--- config.mk ---
export PLATFORM = sky130hd
export DESIGN_NAME = serial_adder
export DESIGN_NICKNAME = d
export VERILOG_FILES = /design/src/rtl/serial_adder.sv
export SDC_FILE = /design/constraint.sdc
export NUM_CORES = 1
export LEC_CHECK = 0
export CAP_MARGIN = 40
export CORE_MARGIN = 4
export CORE_UTILIZATION = 46
export DETAILED_ROUTE_END_ITERATION = 16
export PLACE_DENSITY_LB_ADDON = 0.1
export SYNTH_ARGS = -nofsm -noshare
export SYNTH_HDL_FRONTEND = slang
export SYNTH_SLANG_ARGS = --single-unit
--- constraint.sdc ---
create_clock -name clk -period 1.42 [get_ports clk]
set_clock_uncertainty 0.1 [all_clocks]
set_input_delay 0.142 -clock clk [delete_from_list [all_inputs] [get_ports clk]]
set_output_delay 0.142 -clock clk [all_outputs]
set_load 0.02 [all_outputs]
--- src/rtl/serial_adder.sv ---
// serial_adder: digit-serial adder (DIGIT bits per clock, LSB first) with start/busy/done handshake.
// Optional SERIAL_ADDER_OVF_EN adds a registered signed-overflow output ovf.
module serial_adder #(
   parameter int WIDTH = 8,
   parameter int DIGIT = 1
) (
   input  logic             clk,
   input  logic             rst,
   input  logic             start,
   input  logic [WIDTH-1:0] a,
   input  logic [WIDTH-1:0] b,
   input  logic             cin,
   output logic             busy,
   output logic             done,
   output logic [WIDTH-1:0] sum,
`ifdef SERIAL_ADDER_OVF_EN
   output logic             cout,
   output logic             ovf
`else
   output logic             cout
`endif
);
   localparam int N = WIDTH / DIGIT;
   localparam int CW = N > 1 ? $clog2(N) : 1;
   localparam logic [CW-1:0] LAST = CW'(N - 1);

   if (WIDTH < 1 || DIGIT < 1 || WIDTH % DIGIT != 0) begin : g_bad
      $error("serial_adder: DIGIT must divide WIDTH exactly");
   end

   typedef enum logic [1:0] {IDLE, RUN, DONE} state_t;

   state_t           state, state_n;
   logic [WIDTH-1:0] op_a, op_b, res, res_n;
   logic [CW-1:0]    cnt;
   logic [DIGIT-1:0] s;
   logic             carry, c, last;

   // Result shifts in from the top so the last digit lands it fully aligned.
   always_comb begin
      last = cnt == LAST;
      {c, s} = {1'b0, op_a[DIGIT-1:0]} + {1'b0, op_b[DIGIT-1:0]} + {{DIGIT{1'b0}}, carry};
      res_n = WIDTH'({s, res} >> DIGIT);
      state_n = state == RUN ? (last ? DONE : RUN) : (start ? RUN : IDLE);
   end

   always_ff @(posedge clk) begin
      if (rst)
         state <= IDLE;
      else
         state <= state_n;
   end

   always_ff @(posedge clk) begin
      if (rst) begin
         op_a  <= '0;
         op_b  <= '0;
         res   <= '0;
         carry <= 1'b0;
         cnt   <= '0;
         sum   <= '0;
         cout  <= 1'b0;
      end else if (state == RUN) begin
         op_a  <= op_a >> DIGIT;
         op_b  <= op_b >> DIGIT;
         res   <= res_n;
         carry <= c;
         cnt   <= last ? '0 : cnt + CW'(1);
         if (last) begin
            sum  <= res_n;
            cout <= c;
         end
      end else if (start) begin
         op_a  <= a;
         op_b  <= b;
         carry <= cin;
         cnt   <= '0;
      end
   end

`ifdef SERIAL_ADDER_OVF_EN
   // Carry into the MSB recovered from the final slice's top sum bit.
   always_ff @(posedge clk) begin
      if (rst)
         ovf <= 1'b0;
      else if (state == RUN && last)
         ovf <= s[DIGIT-1] ^ op_a[DIGIT-1] ^ op_b[DIGIT-1] ^ c;
   end
`endif

   assign busy = state == RUN;
   assign done = state == DONE;
endmodule

==> results of run 1 <==
[sequential cells by signal, summed over array words and instances (netlist names)]
signal	flops
op_a	8
cout	1
carry	1
res	7
cnt	3
op_b	8
state	2
sum	8
[cells in the mapped netlist (all sizes together)]
cell    instances  share of area, %
and3b           1              0.54
a211oi         16               9.9
clkbuf          1              0.23
nor4b           1              0.54
mux2i           2               1.2
fa              1               1.2
nor2           16               3.7
nor3b           1              0.46
nand3b          1              0.46
inv             2              0.93
ha              3               2.3
nand3           2              0.62
dfxtp          38                47
nand2          49                11
a21oi          33                12
a31oi           1              0.39
buf            12               5.6
nand2b          1              0.39
nor3            2              0.62
nor2b           1              0.39
[routing by layer]
layer	vias up	GRT usage, %	wire [µm]
li1	698	-	-
met1	668	22.19	1673
met4	0	9.114	76
met2	31	28.83	1876
met3	8	4.992	174
met5	-	0	0
[layout by cell type, fill, tap and decap left out, drive strengths merged, types with 2 or more instances in the layout]
cell           instances
clkdlybuf4s50         19
nand2                 49
ha                     3
a21oi                 33
nor3                   2
mux2i                  2
buf                   13
clkinv                 2
clkbuf                 6
dlygate4sd2            9
dfxtp                 38
nand3                  2
a211oi                16
inv                    2
nor2                  16
and3b                  2
[report_power, final]
group	internal, µW	switching [µW]
registers	1110	36.7
clock network	365	365
logic	144	150
total	1620	551
[kinds of logic after synthesis]
| group | count (synthesis) |
|---|---|
| muxes | 2 |
| DFF | 38 |
| and+or+nand+nor | 75 |
| buffers and inverters | 15 |
| adders and majority gates | 4 |
| AOI/OAI and AO/OA | 50 |
[final cells by class]
class | instances | area, µm² | area share (%)
clock buffers | 5 | 37.54 | 1.701
clock inverters | 3 | 40.04 | 1.814
inverters | 2 | 15.01 | 0.6803
multi-input cells | 132 | 859.6 | 38.95
flip-flops and latches | 38 | 767.0 | 34.75
well taps | 46 | 57.56 | 2.608
repair buffers | 42 | 430.4 | 19.50
[critical path, delay by kind of cell, from the launching register on]
family | cells | cell delay [ps]
AND/OR/NAND/NOR | 2 | 260
AO/OA/AOI/OAI | 1 | 110
buffers and inverters | 1 | 200
adder cells (fa/ha/maj) | 2 | 330
flip-flops | 1 | 360
[metrics by stage]
step / cell area, µm² / setup TNS (ps)
3_3_place_gp: 2002 / -6.718
5_1_grt: 2207 / -234.5
2_1_floorplan: 1619 / 0
4_1_cts: 2087 / 0
6_report: 2207 / 0
3_5_place_dp: 2002 / -257.0
[timing repair]
action | CTS | global route
gates cloned | 0 | 2
gates resized for setup | 23 | 24
setup endpoints to repair | 33 | 15
pin swaps | 1 | 14
endpoints found under the hold margin | 0 | 0
[final timing paths]
| check | to | slack [ps] | depth (start not counted) |
|---|---|---|---|
| setup / recovery | sum[4] | 10 | 6 |
| hold / removal | op_b[2] | 250 | 3 |
| setup reg to reg | sum[4] | 10 | 6 |
| hold reg to reg | sum[2] | 360 | 2 |
==> load_flow_metrics.sql, run 1 <==
INSERT INTO impl_metrics (metric_group, metric, value, unit) VALUES
('run_status', 'status', 'finished, final reports clean', ''),
('setup_path', 'crit_path_top_delay_cell', 'dfxtp_2', ''),
('floorplan', 'boundaryPins', '31', ''),
('synthesis', 'synth_top_family_by_area', 'compound AO/OA/AOI/OAI gates', ''),
('clock_tree', 'cts_buffer_depth', '2', ''),
('hold_path', 'holdCritStartpoint', 'b[2]', ''),
('setup_path', 'critical_path.startpoint', 'cnt[1]', ''),
('detailed_routing', 'initialDrtViolationCount', '58', ''),
('clock_tree', 'clkTransAtPathRegs', '120', 'ps'),
('clock_tree', 'tritoncts', 'done', ''),
('synthesis', 'synth.yosys.seq_area_share', '46.99', '%'),
('timing', 'hold_viol_final', '0', ''),
('setup_path', 'critPathMaxStageDelay', '360', 'ps'),
('synthesis', 'synthesis.area', '1619', 'µm²'),
('placed_design', 'port-buffer-count', '30', ''),
('floorplan', 'dieWidth', '67.33', 'µm'),
('timing', 'layout_worst_path_cycle_share', '99.04', '%'),
('placed_design', 'dp_hpwl', '2434', 'µm'),
('synthesis', 'synth_nets', '208', ''),
('final_layout', 'area_growth', '36.32', '%'),
('setup_path', 'crit_path_cell_trace', 'ha_4 > ha_4 > nand3b_1 > clkbuf_16 > nand2_2 > a21oi_2', ''),
('timing', 'rsz0062_at_grt', 'yes', ''),
('power', 'worst_ir_drop_on_vdd', '741.7', 'µV'),
('floorplan', 'start_util', '48.14', '%'),
('final_layout', 'stdcell_count', '268', ''),
('floorplan', 'coreArea', '3363', 'µm²'),
('floorplan', 'die_height', '67.33', 'µm'),
('final_layout', 'filler_cell_count', '312', ''),
('global_route', 'antenna_found_initial', '0', ''),
('setup_path', 'crit_fanout', '4', ''),
('detailed_routing', 'post-route-drc-count', '0', ''),
('timing', 'finalWorstSetupSlack', '13.65', 'ps'),
('power', 'power.static_leakage', '0.0008521', 'µW'),
('synthesis', 'synth_cell_types', '27', ''),
('timing', 'timing.hold.ws', '248.6', 'ps'),
('detailed_routing', 'final_antenna_net_count', '0', ''),
('setup_path', 'worst_setup_path_class', 'register to register', ''),
('global_route', 'grt_overflow', '0', ''),
('setup_path', 'worstPathArrival', '1600', 'ps'),
('timing', 'finalMaxSlewViolations', '0', ''),
('timing', 'timing_worst_slew_pin_value', '289.2', 'ps'),
('setup_path', 'cpMostUsedCell', 'ha_4', ''),
('detailed_routing', 'detail_route.first_pass.iterations', '4', ''),
('synthesis', 'synthesized_area_fraction_occupied_by_xor_and_xnor_cells', '0', '%'),
('synthesis', 'post_synth_and_or_nand_nor_area_fraction', '19.09', '%'),
('detailed_routing', 'postRouteWirelength', '3799', 'µm'),
('detailed_routing', 'vias', '1405', ''),
('timing', 'worst_slew_margin_rel', '80.68', '%'),
('clock_tree', 'tritoncts_num_sinks', '38', ''),
('global_route', 'grt_first_pass_wirelength', '5940', 'µm'),
('detailed_routing', 'routed_via_density', '5.243', ''),
('flow_run', 'drv.max_cap_violation_count', '0', ''),
('final_layout', 'antennaDiodeCount', '0', ''),
('synthesis', 'yosys.area_share.adder', '3.555', '%'),
('power', 'p_total', '2174', 'µW'),
('floorplan', 'floorplan.die_area', '4533', 'µm²'),
('clock_tree', 'cts.hold.buffers_added', '0', ''),
('clock_tree', 'clk_root_buffer_cell', 'clkbuf_4', ''),
('synthesis', 'muxShareOfSynthArea', '1.236', '%'),
('global_route', 'global_route.usage.total', '18.04', '%'),
('clock_tree', 'postCtsSetupRepairBufs', '0', ''),
('final_layout', 'finish.utilization', '65.63', '%'),
('synthesis', 'post_synth_inst_count', '184', ''),
('placed_design', 'place.gp.congestion', '0.7499', ''),
('clock_tree', 'cts.htree.levels', '2', ''),
('setup_path', 'cp-start-kind', 'register', ''),
('synthesis', 'synth-compound-area-share', '22.33', '%'),
('setup_path', 'setup.worst_path.end_class', 'register', ''),
('setup_path', 'worst-endpoint-required', '1620', 'ps'),
('synthesis', 'yosysWarnings', '0', ''),
('floorplan', 'fp-row-count', '21', '');
(Power assumes the default switching activity.)
==> inputs of run 2 (changes only) <==
Settings changed: CORE_UTILIZATION 46 to 50.
Clock period 1.42 ns to 1.6 ns, I/O delays scaled along.
==> run 2 against run 1 <==
  * Worst hold slack gained 30 ps
  * Die area shrank 7.1%
  * Critical path depth shrank 5
  * Final cell count shrank 3.4%
  * Critical endpoint is now sum[4]
  * Sequential share of layout area grew 1.9 points
  * Via count shrank 1.8%
  * Clock power grew 16%
  * Combinational power shrank 18%
  * Power shrank 3.2%
==> load_flow_metrics.sql, run 2 (synthesis gave the netlist of run 1 again) <==
INSERT INTO impl_metrics (metric_group, metric, value, unit) VALUES
('run_status', 'status', 'finished, final reports clean', ''),
('setup_path', 'regToRegStartpoint', 'cnt[0]', ''),
('clock_tree', 'clkTransAtPathRegs', '120', 'ps'),
('flow_run', 'drv.max_cap_violation_count', '0', ''),
('placed_design', 'place.gp.congestion', '0.7820', ''),
('setup_path', 'worst-r2r-cell-count', '4', ''),
('setup_path', 'critPathMaxStageDelay', '600', 'ps'),
('hold_path', 'min_delay_path_depth', '3', ''),
('timing', 'report.final.setup_viol', '0', ''),
('power', 'power.share.switching', '22.52', '%'),
('detailed_routing', 'routed_via_density', '5.328', ''),
('floorplan', 'floorplan.die_area', '4213', 'µm²'),
('global_route', 'grt_max_degree', '39', ''),
('final_layout', 'layout_common_cells', 'nand2_1 (49), dfxtp_1 (38), a21oi_1 (25)', ''),
('final_layout', 'filler_cell_count', '269', ''),
('setup_path', 'crit_fanout', '2', ''),
('setup_path', 'worst_setup_path_class', 'register to output port', ''),
('final_layout', 'largest_registers', 'op_a x8, op_b x8, sum x8', ''),
('final_layout', 'most_common_library_cell_in_the_layout_ignoring_fill_and_taps', 'nand2_1', ''),
('detailed_routing', 'post-route-drc-count', '0', ''),
('setup_path', 'setup.worst_path.end_class', 'output port', ''),
('floorplan', 'fp-row-count', '20', ''),
('global_route', 'global_route.usage.total', '17.74', '%'),
('setup_path', 'worstPathArrival', '1290', 'ps'),
('timing', 'post-route-min-period', '1546', 'ps'),
('timing', 'timing_worst_slew_pin_value', '416.7', 'ps'),
('final_layout', 'layout-drive-gt1-share', '15.81', '%'),
('clock_tree', 'cts_buffer_depth', '2', ''),
('clock_tree', 'cts.htree.levels', '2', ''),
('timing', 'rsz0062_at_grt', 'no', ''),
('power', 'combPwrFrac', '11.4', '%'),
('setup_path', 'worst-endpoint-required', '1340', 'ps'),
('setup_path', 'critical_path.top_delay_family', 'buffers and inverters', ''),
('placed_design', 'dp_cells', '250', ''),
('clock_tree', 'cts.hold.buffers_added', '0', ''),
('timing', 'layout_worst_path_cycle_share', '96.62', '%'),
('global_route', 'grt_overflow', '0', ''),
('setup_path', 'crit_path_top_delay_cell', 'clkdlybuf4s50_1', ''),
('power', 'total_switching_power', '474.0', 'µW'),
('clock_tree', 'cts_buffers', '5', ''),
('timing', 'worst_slew_margin_rel', '72.18', '%'),
('detailed_routing', 'vias', '1380', ''),
('global_route', 'grt_first_pass_wirelength', '5844', 'µm'),
('placed_design', 'dp_hpwl', '2251', 'µm'),
('final_layout', 'seq_area', '760.7', 'µm²'),
('detailed_routing', 'average_wire_length_per_cell_after_detail_routing', '12.99', 'µm'),
('power', 'worst_ir_drop_on_vdd', '550.9', 'µV'),
('hold_path', 'holdCritStartpoint', 'b[6]', ''),
('clock_tree', 'insertion_delay', '340', 'ps'),
('power', 'internal_power', '1631', 'µW'),
('clock_tree', 'tritoncts_num_sinks', '38', ''),
('floorplan', 'start_util', '52.60', '%'),
('final_layout', 'final_nets', '238', ''),
('hold_path', 'hold_end', 'op_b[6]', ''),
('detailed_routing', 'initialDrtViolationCount', '62', ''),
('timing', 'finalMaxSlewViolations', '0', ''),
('setup_path', 'r2r-end', 'state[0]', ''),
('setup_path', 'critPathBufInv', '1', ''),
('global_route', 'grt_pass1_vias', '1350', ''),
('detailed_routing', 'final_antenna_net_count', '0', ''),
('final_layout', 'multi_input_comb_area', '757.0', 'µm²'),
('hold_path', 'hp-class', 'input pin to register', ''),
('clock_tree', 'clk_root_buffer_cell', 'clkbuf_4', ''),
('clock_tree', 'tritoncts', 'done', ''),
('floorplan', 'boundaryPins', '31', ''),
('timing', 'hold_viol_final', '0', ''),
('floorplan', 'coreArea', '3078', 'µm²'),
('power', 'power_frac_seq', '48.3', '%'),
('power', 'powerDensity', '1014', 'nW/µm²'),
('global_route', 'antenna_found_initial', '0', ''),
('placed_design', 'port-buffer-count', '30', ''),
('setup_path', 'cp-start-kind', 'register', ''),
('setup_path', 'reg2reg_slack', '130', 'ps'),
('timing', 'fmaxAchievable', '0.6468', 'GHz'),
('floorplan', 'dieWidth', '64.91', 'µm'),
('detailed_routing', 'postRouteWirelength', '3365', 'µm'),
('power', 'clkPwrFrac', '40.3', '%'),
('final_layout', 'stdcell_count', '259', ''),
('floorplan', 'die_height', '64.91', 'µm'),
('final_layout', 'area_growth', '28.21', '%'),
('timing', 'fin_tns_setup', '0', 'ps'),
('power', 'power.static_leakage', '0.0009139', 'µW'),
('setup_path', 'crit_path_cell_trace', 'clkdlybuf4s50_1', ''),
('final_layout', 'antennaDiodeCount', '0', ''),
('detailed_routing', 'detail_route.first_pass.iterations', '5', '');
[run 2: cell types whose count changed in the layout (fill, tap and decap cells not counted), moves of 4 or more]
cell,change
a21oi_1,+6
a21oi_2,-6
dfxtp_1,+5
dfxtp_2,-5
dlygate4sd2_1,-8
dlymetal6s2s_1,+8
nand2_1,+5
nand2_2,-4
[run 2: stage by stage]
step                area (µm²)  hold WS [ps]  setup WS, ps  power, µW  utilization, %
floorplan                 1619         208.0         227.2       1202               -
detailed placement        1929         348.5         54.39       1278           62.68
global route              2076         270.2         2.909       2201           67.44
global placement          1929         338.8         140.3       1269           62.68
finish                    2076         278.3         54.01       2105           67.44
CTS                       2039         266.6         9.387       2126           66.26
[run 2: cell type report]
| cell class | count | area share, % |
|---|---|---|
| clock buffer | 6 | 2.471 |
| inverter | 2 | 0.7233 |
| multi-input combinational | 131 | 36.47 |
| sequential | 38 | 36.65 |
| tap | 44 | 2.652 |
| clock inverter | 2 | 2.893 |
| timing repair buffer | 36 | 18.14 |
[run 2: power by group through the flow]
| stage | logic [µW] | registers (µW) | clock network, µW |
|---|---|---|---|
| 2_1_floorplan | 170 | 1030 | 0 |
| 3_3_place_gp | 233 | 1040 | 0 |
| 3_5_place_dp | 240 | 1040 | 0 |
| 4_1_cts | 241 | 1020 | 869 |
| 5_1_grt | 263 | 1020 | 914 |
| 6_report | 240 | 1020 | 848 |
[run 2: timing repair]
action,in CTS,in global routing
gates resized for setup,3,10
endpoints found under the setup margin,2,23
pin swaps,0,0
setup buffers,0,1
hold endpoints to repair,0,0
[run 2: layer usage]
| metal | track usage [%] | vias up | part of all wire (%) |
|---|---|---|---|
| li1 | - | 684 | - |
| met2 | 30.27 | 31 | 48 |
| met3 | 5.026 | 5 | 4.3 |
| met5 | 0 | - | 0 |
| met1 | 20.78 | 660 | 47 |
| met4 | 7.124 | 0 | 1.4 |
[run 2: how the worst max path moves through the flow]
stage / start / end / slack, ps / cells after the start
floorplan: cnt[0] / state[0] / 230 / 5
global placement: start / op_a[6] / 140 / 4
detailed placement: start / op_a[6] / 50 / 4
CTS: cout / cout / 9 / 1
global route: cnt[0] / state[0] / 3 / 4
finish: sum[4] / sum[4] / 50 / 1
[run 2: worst register-to-register path, stage by stage (launching register included)]
cell and delay (ps):
dfxtp_1 350, ha_1 220, ha_1 200, and3b_2 290, a211oi_1 240
